$ cat src/rtl/wb_regfile_scoreboard.sv
// Architectural register file with WB write-through bypass, plus a per-register
// pending-write scoreboard that holds ID while a source still has a write in flight.
module wb_regfile_scoreboard #(
  parameter int XLEN  = 32,
  parameter int CNT_W = 2
) (
  input  logic            clk,
  input  logic            rst,
  input  logic [4:0]      rs1_addr_ID_I,
  input  logic [4:0]      rs2_addr_ID_I,
  input  logic            rs1_use_ID_I,
  input  logic            rs2_use_ID_I,
  output logic [XLEN-1:0] rs1_data_ID_O,
  output logic [XLEN-1:0] rs2_data_ID_O,
  input  logic            issue_valid_ID_I,
  input  logic [4:0]      issue_rd_ID_I,
  input  logic            issue_we_ID_I,
  input  logic            cancel_valid_I,
  input  logic [4:0]      cancel_rd_I,
  input  logic            RegWrite_WB_I,
  input  logic [4:0]      Wr_addr_WB_I,
  input  logic [XLEN-1:0] Wr_data_WB_I,
  output logic            stall_ID_O
);

  localparam int DW = CNT_W + 1;
  localparam logic [CNT_W-1:0] CNT_MAX = {CNT_W{1'b1}};

  logic [XLEN-1:0]  regs_r    [1:31];
  logic [CNT_W-1:0] cnt_r     [1:31];
  logic [CNT_W-1:0] cnt_nxt_s [1:31];
  logic [CNT_W-1:0] rs1_cnt_s;
  logic [CNT_W-1:0] rs2_cnt_s;
  logic [CNT_W-1:0] rd_cnt_s;
  logic             rs1_busy_s;
  logic             rs2_busy_s;
  logic             rd_full_s;
  logic             stall_s;
  logic             issue_fire_s;

  // Same-cycle decrements (WB retire and/or cancel) aimed at register r: 0..2.
  function automatic logic [1:0] dec_cnt_f(
    input logic [4:0] r,
    input logic       wb_en,
    input logic [4:0] wb_addr,
    input logic       cancel_en,
    input logic [4:0] cancel_addr
  );
    dec_cnt_f = {1'b0, (wb_en && (wb_addr == r))} +
                {1'b0, (cancel_en && (cancel_addr == r))};
  endfunction

  // Counter lookup for both sources and the issuing destination; x0 has no counter.
  always_comb begin
    rs1_cnt_s = {CNT_W{1'b0}};
    rs2_cnt_s = {CNT_W{1'b0}};
    rd_cnt_s  = {CNT_W{1'b0}};
    if (rs1_addr_ID_I != 5'd0) rs1_cnt_s = cnt_r[rs1_addr_ID_I];
    else                       rs1_cnt_s = {CNT_W{1'b0}};
    if (rs2_addr_ID_I != 5'd0) rs2_cnt_s = cnt_r[rs2_addr_ID_I];
    else                       rs2_cnt_s = {CNT_W{1'b0}};
    if (issue_rd_ID_I != 5'd0) rd_cnt_s  = cnt_r[issue_rd_ID_I];
    else                       rd_cnt_s  = {CNT_W{1'b0}};
  end

  // A source is busy only if writes remain after this cycle's retire/cancel.
  assign rs1_busy_s = rs1_use_ID_I && (rs1_addr_ID_I != 5'd0) &&
                      (DW'(rs1_cnt_s) > DW'(dec_cnt_f(rs1_addr_ID_I, RegWrite_WB_I,
                                                      Wr_addr_WB_I, cancel_valid_I, cancel_rd_I)));
  assign rs2_busy_s = rs2_use_ID_I && (rs2_addr_ID_I != 5'd0) &&
                      (DW'(rs2_cnt_s) > DW'(dec_cnt_f(rs2_addr_ID_I, RegWrite_WB_I,
                                                      Wr_addr_WB_I, cancel_valid_I, cancel_rd_I)));
  assign rd_full_s  = issue_we_ID_I && (issue_rd_ID_I != 5'd0) && (rd_cnt_s == CNT_MAX) &&
                      (dec_cnt_f(issue_rd_ID_I, RegWrite_WB_I, Wr_addr_WB_I,
                                 cancel_valid_I, cancel_rd_I) == 2'd0);

  assign stall_s      = issue_valid_ID_I && (rs1_busy_s || rs2_busy_s || rd_full_s);
  assign issue_fire_s = issue_valid_ID_I && !stall_s && issue_we_ID_I && (issue_rd_ID_I != 5'd0);
  assign stall_ID_O   = stall_s;

  // Net counter update per register; an unmatched decrement saturates at zero.
  always_comb begin
    logic [DW-1:0] up_v;
    logic [DW-1:0] dn_v;
    up_v = {DW{1'b0}};
    dn_v = {DW{1'b0}};
    for (int r = 1; r < 32; r++) begin
      up_v = DW'(cnt_r[r]) + DW'(issue_fire_s && (issue_rd_ID_I == 5'(r)));
      dn_v = DW'(dec_cnt_f(5'(r), RegWrite_WB_I, Wr_addr_WB_I, cancel_valid_I, cancel_rd_I));
      if (up_v >= dn_v) cnt_nxt_s[r] = CNT_W'(up_v - dn_v);
      else              cnt_nxt_s[r] = {CNT_W{1'b0}};
    end
  end

  // Pending-write counters.
  always_ff @(posedge clk or posedge rst) begin
    if (rst) begin
      for (int r = 1; r < 32; r++) cnt_r[r] <= {CNT_W{1'b0}};
    end else begin
      for (int r = 1; r < 32; r++) cnt_r[r] <= cnt_nxt_s[r];
    end
  end

  // Architectural register array, written from WB.
  always_ff @(posedge clk or posedge rst) begin
    if (rst) begin
      for (int r = 1; r < 32; r++) regs_r[r] <= {XLEN{1'b0}};
    end else begin
      for (int r = 1; r < 32; r++) begin
        if (RegWrite_WB_I && (Wr_addr_WB_I == 5'(r))) regs_r[r] <= Wr_data_WB_I;
      end
    end
  end

  // Read ports: x0 is zero, a same-cycle WB write to the address is forwarded.
  always_comb begin
    rs1_data_ID_O = {XLEN{1'b0}};
    rs2_data_ID_O = {XLEN{1'b0}};
    if (rs1_addr_ID_I == 5'd0)                                   rs1_data_ID_O = {XLEN{1'b0}};
    else if (RegWrite_WB_I && (Wr_addr_WB_I == rs1_addr_ID_I))   rs1_data_ID_O = Wr_data_WB_I;
    else                                                         rs1_data_ID_O = regs_r[rs1_addr_ID_I];
    if (rs2_addr_ID_I == 5'd0)                                   rs2_data_ID_O = {XLEN{1'b0}};
    else if (RegWrite_WB_I && (Wr_addr_WB_I == rs2_addr_ID_I))   rs2_data_ID_O = Wr_data_WB_I;
    else                                                         rs2_data_ID_O = regs_r[rs2_addr_ID_I];
  end

endmodule
$ cat config.mk
export PLATFORM = sky130hd
export DESIGN_NAME = wb_regfile_scoreboard
export DESIGN_NICKNAME = d
export VERILOG_FILES = /design/src/rtl/wb_regfile_scoreboard.sv
export SDC_FILE = /design/constraint.sdc
export NUM_CORES = 2
export LEC_CHECK = 0
export ABC_AREA = 1
export CAP_MARGIN = 20
export CORE_MARGIN = 5
export CORE_UTILIZATION = 45
export CTS_CLUSTER_DIAMETER = 120
export DETAILED_ROUTE_END_ITERATION = 8
export MAX_ROUTING_LAYER = met4
export PLACE_DENSITY_LB_ADDON = 0.3
export SKIP_LAST_GASP = 1
export SLEW_MARGIN = 20
export SYNTH_ARGS = -nofsm -noshare
export SYNTH_HDL_FRONTEND = slang
export SYNTH_SLANG_ARGS = --single-unit
$ cat constraint.sdc
create_clock -name clk -period 45.8 [get_ports clk]
set_clock_uncertainty 0.15 [all_clocks]
set_input_delay 13.74 -clock clk [delete_from_list [all_inputs] [get_ports clk]]
set_output_delay 13.74 -clock clk [all_outputs]
set_load 0.05 [all_outputs]
Yosys cells after proc, flatten, opt, wreduce, memory -nomap -nowiden:

Cells that the tools add are included.

* $add $sub $neg: 96
* magnitude comparators: 36
* equality and inequality tests: 100
* multiplexer cells: 53
* bitwise gates (word level): 3
* reductions and logical operators: 119

Operators with widths (count)
* binary-select mux 32 bit (select 5 bit): 2
* two-way mux 32 bit: 8
* equality test 5 bit (second input constant): 48
* equality test 5 x 4 -> 1 bit (second input constant): 24
* logical AND 1 bit: 110
* adder 2 x 1 -> 3 bit: 31
* greater-or-equal comparator 3 x 2 -> 1 bit: 31
* two-way mux 2 bit: 40
* adder 1 x 1 -> 2 bit: 34
* subtractor 2 bit: 31
* equality test 5 x 3 -> 1 bit (second input constant): 12
* binary-select mux 2 bit (select 5 bit): 3
* equality test 5 x 2 -> 1 bit (second input constant): 6
* equality test 5 bit: 6
* greater-or-equal comparator 6 bit (second input constant): 3
* inverter 5 -> 6 bit: 3
* equality test 5 x 1 -> 1 bit (second input constant): 3
* nonzero test 5 bit: 3
* zero test 5 bit: 2
* greater-than comparator 2 bit: 2
* equality test 2 bit (second input constant): 1
* zero test 2 bit: 1
* logical OR 1 bit: 2
* zero test 1 bit: 1

* bits in registers: 1054
* input bits: 65
* output and inout port bits: 65
* word-level logic and storage cells: 469

Logic depth before layout (Yosys ltp):

* word-level depth: 18
* gate-level depth with buffers: 26
* mapped depth without buffers: 22

Least setup slack after synthesis:

No wires, ideal clock.

* path kind: input to output
* start point: in rs2_addr_ID_I[1]
* end point: out stall_ID_O
* data arrival time: 16.669 ns
* slack: 15.241 ns
* stages on the path: 16
* buffers on the path: 4
* cells stage by stage: buf_4 inv_2 buf_2 buf_4 buf_2 o21ai_1 a221oi_1 nand4_1 a211oi_1 ha_1 ha_1 nand2_1 nand2_1 nor3_1 a41oi_2 a21oi_1

* cells in the longest elaborated chain, start to end: 10

Ends and longest elaborated chain
* start, declared: line 10 `input logic [4:0] rs2_addr_ID_I,`
* inverter 5 -> 6 bit (not written as such): line 60 `if (rs2_addr_ID_I != 5'd0) rs2_cnt_s = cnt_r[rs2_addr_ID_I];`
* binary-select mux 2 bit (select 5 bit): line 60
* two-way mux 2 bit (not written as such) (2 in series): line 60
* two-way mux 2 bit: line 60
* greater-than comparator 2 bit: line 71 `(DW'(rs2_cnt_s) > DW'(dec_cnt_f(rs2_addr_ID_I, RegWrite_WB_I,`
* logical AND 1 bit *: line 70 `assign rs2_busy_s = rs2_use_ID_I && (rs2_addr_ID_I != 5'd0) &&`
* logical OR 1 bit * (2 in series): line 77 `assign stall_s = issue_valid_ID_I && (rs1_busy_s || rs2_busy_s || rd_full_s);`
* logical AND 1 bit *: line 77
* end, declared: line 23 `output logic stall_ID_O`

Every way passes the cells marked *; elsewhere a longest branch is shown, timed or not. The select of a mux whose other input is x is not followed.

Worst setup path after layout:

* start point: in rs1_addr_ID_I[0]
* end point: out rs1_data_ID_O[21]

* cells in the longest elaborated chain, start to end: 6

Ends and longest elaborated chain
* start, declared: line 9 `input logic [4:0] rs1_addr_ID_I,`
* inverter 5 -> 6 bit (not written as such): line 121 `else rs1_data_ID_O = regs_r[rs1_addr_ID_I];`
* binary-select mux 32 bit (select 5 bit): line 121
* two-way mux 32 bit (not written as such) (2 in series): line 121
* two-way mux 32 bit: line 120 `else if (RegWrite_WB_I && (Wr_addr_WB_I == rs1_addr_ID_I)) rs1_data_ID_O = Wr_data_WB_I;`
* two-way mux 32 bit *: line 119 `if (rs1_addr_ID_I == 5'd0) rs1_data_ID_O = {XLEN{1'b0}};`
* end, declared: line 13 `output logic [XLEN-1:0] rs1_data_ID_O,`

Marked as above.

==> impl_results.md <==
* Run status: completed
* Post-synth ARST share at 1.00
* Hold crit path type: flop to flop
* Placer Congestion at 0.934
* Data arrival time at the worst-slack endpoint at 19.12 ns
* Transition time of the tightest slew-check pin at 1.22 ns
* Slack of the worst reg-to-reg path at 41.03 ns
* CTS H-tree depth at 3
* Leakage power figure at 0.0298 µW
* Most used flip-flop cell after synthesis: dfrtp_1
* Number of gates resized after cts at 0
* Clock latency on the worst-skew pair at 0.77 ns
* Maximum root-to-sink buffer count at 3
* Most Frequent Cell on Critical Path: buf_4
* CP peak stage delay at 0.83 ns
* Setup repair after global routing missed its margin: no
* Number of unique standard cell types used by synthesis at 39
* Endpoint required time on the critical path at 31.91 ns
* Post-Syn Area per Cell at 7.34 µm²
* Vias in the first global route at 58,300
* Slowest stage cell, crit path: clkdlybuf4s50_1
* Number of synthesized flops with an enable pin at 0
* Setup crit end kind: primary output
* IR drop worst, VDD at 0.0000323 V
* Worst hold endpoint: regs_r[344]
* Initial DRC Count at 10,200
* Share of post-route cells with drive strength above 1 at 0.0486
* Number of standard cells in the final layout excluding fillers at 9,826
* Period Utilization, post-route at 0.721
* # setup viols final at 0
* Yosys reg bits at 1,054
* Startpoint type of the worst setup path: input pin
* Sequential element share of the synthesized area at 0.433
* Fraction of synthesized cell area taken by the top area cell type at 0.433
* Mean number of vias per cell at 6.34
* Tightest slew margin relative to the limit at 0.185
* Die outline height at 378 µm
* Clk pin slew, worst setup/hold paths at 0.06 ns
* Sink count of the clock tree at 1,054
* Count of yosys warnings during synthesis at 0
* R2R cell count at 16
* Synthesized instance count at 8,297
* Post-CTS setup-driven buffer insertion count at 0
* Worst setup path category: input pin to primary output
* Area added between synthesis and finish at 9.08%
* Cell depth of the worst min-delay path at 2
* Post-CTS Hold Buffers at 0
* IO Pins at 130
* Number of maximum-capacitance violations at 0
* Crit-path leading delay family: buffers and inverters
* Floorplan die width at 378 µm
* Largest net degree at the start of global routing at 201
* Initial antenna violation count at 5
* Grt ovf at 0
* Hold path start: regs_r[344]
* Number of instances in the placed design at 9,607
* Number of nets with antenna violations after routing at 0
* Commonest cells after routing, fill and taps aside: nand2_1, o21ai_0, dfrtp_1
* Pwr Density at 43.6 nW/µm²
* Most common cell after layout, fill and taps aside: nand2_1
* Std-Cell Core Area at 135,000 µm²
* Total global-route track usage at 0.347
* Number of buffer and inverter stages on the critical path at 7
* Count of nets after finishing at 8,171
* FP Rows at 135
* Final routed DRC violation total at 0
* Max-slew violation total from the final report at 0
* Global-route wire length before repair at 368,000 µm
* Top cells by area, synth: dfrtp_1, nand2_1, o21ai_0
* Critical path cell sequence: buf_8 > buf_4 > buf_4 > buf_4 > buf_4 > o21ai_0 > o22ai_1 > nand2_1 > nand3_1 > nand4_1 > nand3_1 > nand2_1 > inv_1 > clkdlybuf4s50_1
* CTS Buf Count at 114
* TritonCTS clock tree: done
* Number of I/O port buffers at 129
* Worst reg2reg path endpoint: cnt_r[22]
* Minimum clock period after layout at 33.01 ns
* Routed via count at 62,300
* Netlist area before placement at 60,900 µm²
* Number of iterations in the first detailed-routing pass at 6
* Routed length per placed instance at 25.2 µm
* Setup_tns at 0 ns
* Full die area at 143,000 µm²
* Initial Util at 0.451
* Number of endpoints with negative hold slack in the final report at 0
* Total detailed-routing wirelength at 247,000 µm
* Nets in the synthesized netlist at 8,523
* Maximum clock frequency at 30.3 MHz
* Clock Tree Root: clkbuf_16
* Post-detail-place hpwl at 134,000 µm
* Cell taking the most area after synthesis: dfrtp_1
* Maximum fanout along the worst path at 71
* Critical register-to-register path startpoint: cnt_r[35]
## worst register-to-register path: stages, from the launching register on
cell and delay, ns:
dfrtp_1 0.46, inv_1 0.11, a21oi_1 0.06, o21ai_1 0.11, a21oi_1 0.11, o31ai_1 0.32
o21ai_1 0.15, ha_1 0.33, a21oi_1 0.22, nor3_1 0.10, a41oi_2 0.27, nand3_2 0.78
nor2_1 0.42, ha_1 0.26, fa_1 0.47, a31oi_1 0.26, nor2_1 0.08
## through the flow
step	hold WS, ns	instance area [µm²]	total power (µW)	setup slack, ns	util
finish	0.350	66500	2900	12.79	0.492
global route	0.371	66500	3040	12.66	0.492
CTS	0.349	66400	2890	13.00	0.492
detailed placement	0.334	62500	1910	13.01	0.463
global placement	0.328	62500	1890	12.97	0.463
floorplan	0.314	60900	1710	2.24	-
## layer usage
| layer | vias up | share of wire | GRT usage |
|---|---|---|---|
| li1 | 27300 | - | - |
| met1 | 29300 | 0.38 | 0.453 |
| met2 | 4686 | 0.42 | 0.501 |
| met3 | 980 | 0.13 | 0.0713 |
| met4 | 0 | 0.068 | 0.202 |
| met5 | - | 0 | - |
## flip-flops by register name (all words and copies together) (netlist names)
register	flops
regs_r	992
cnt_r	62
## worst max-delay path by stage
stage / startpoint / end / slack, ns / cells past startpoint
final: rs1_addr_ID_I[0] / rs1_data_ID_O[21] / 12.79 / 14
after global routing: rs1_addr_ID_I[0] / rs1_data_ID_O[21] / 12.66 / 14
after global placement: rs1_addr_ID_I[0] / rs1_data_ID_O[21] / 12.97 / 14
after detailed placement: rs1_addr_ID_I[0] / rs1_data_ID_O[21] / 13.01 / 14
after floorplan: rst / cnt_r[0] / 2.24 / 1
after CTS: rs1_addr_ID_I[0] / rs1_data_ID_O[21] / 13.00 / 14
## area by class of cell
class                   instances  area [µm²]
well taps                    1781        2230
clock inverters                53         616
diodes                          6        15.0
inverters                     468        1800
clock buffers                 157        3270
repair buffers                252        2260
fillers                     13000       68500
multi-input cells            6055       29900
flip-flops and latches       1054       26400
## power by group
part	switching, µW	total (µW)	internal, µW
clock	417	976	560
combinational	414	643	230
sequential	159	1280	1120
total	990	2900	1910
## synthesized netlist by cell type (2+ instances only)
cell       count
ha_1         130
nor4_4         2
o221ai_1     152
nor2_1       623
buf_1         50
nand2_1     2109
o21ai_0     1518
o21ai_1       63
xor2_1        35
nor2_4         3
nor2_2         3
fa_1          31
nand3_2        2
nand3_1      581
buf_6          3
inv_1        405
buf_2        171
o22ai_1      218
o2111ai_1      5
clkbuf_1     485
buf_4         11
nor3_1         9
a22oi_1        2
a211oi_1       3
clkinv_1      25
a31oi_1       63
inv_2         38
nand4_1       65
dfrtp_1     1054
o211ai_1      88
a21oi_1      342
## kinds of logic (layout without fill, tap and decap cells)
kind of cell,after synthesis,after routing,synth area share
flops,1054,1054,0.433
compound gates,2458,2458,0.221
fa+ha+maj,161,161,0.0369
buf+inv,1188,930,0.0777
simple gates,3400,3400,0.226
other cells,0,6,0
xor+xnor,36,36,0.00517
(Power assumes the default switching activity.)
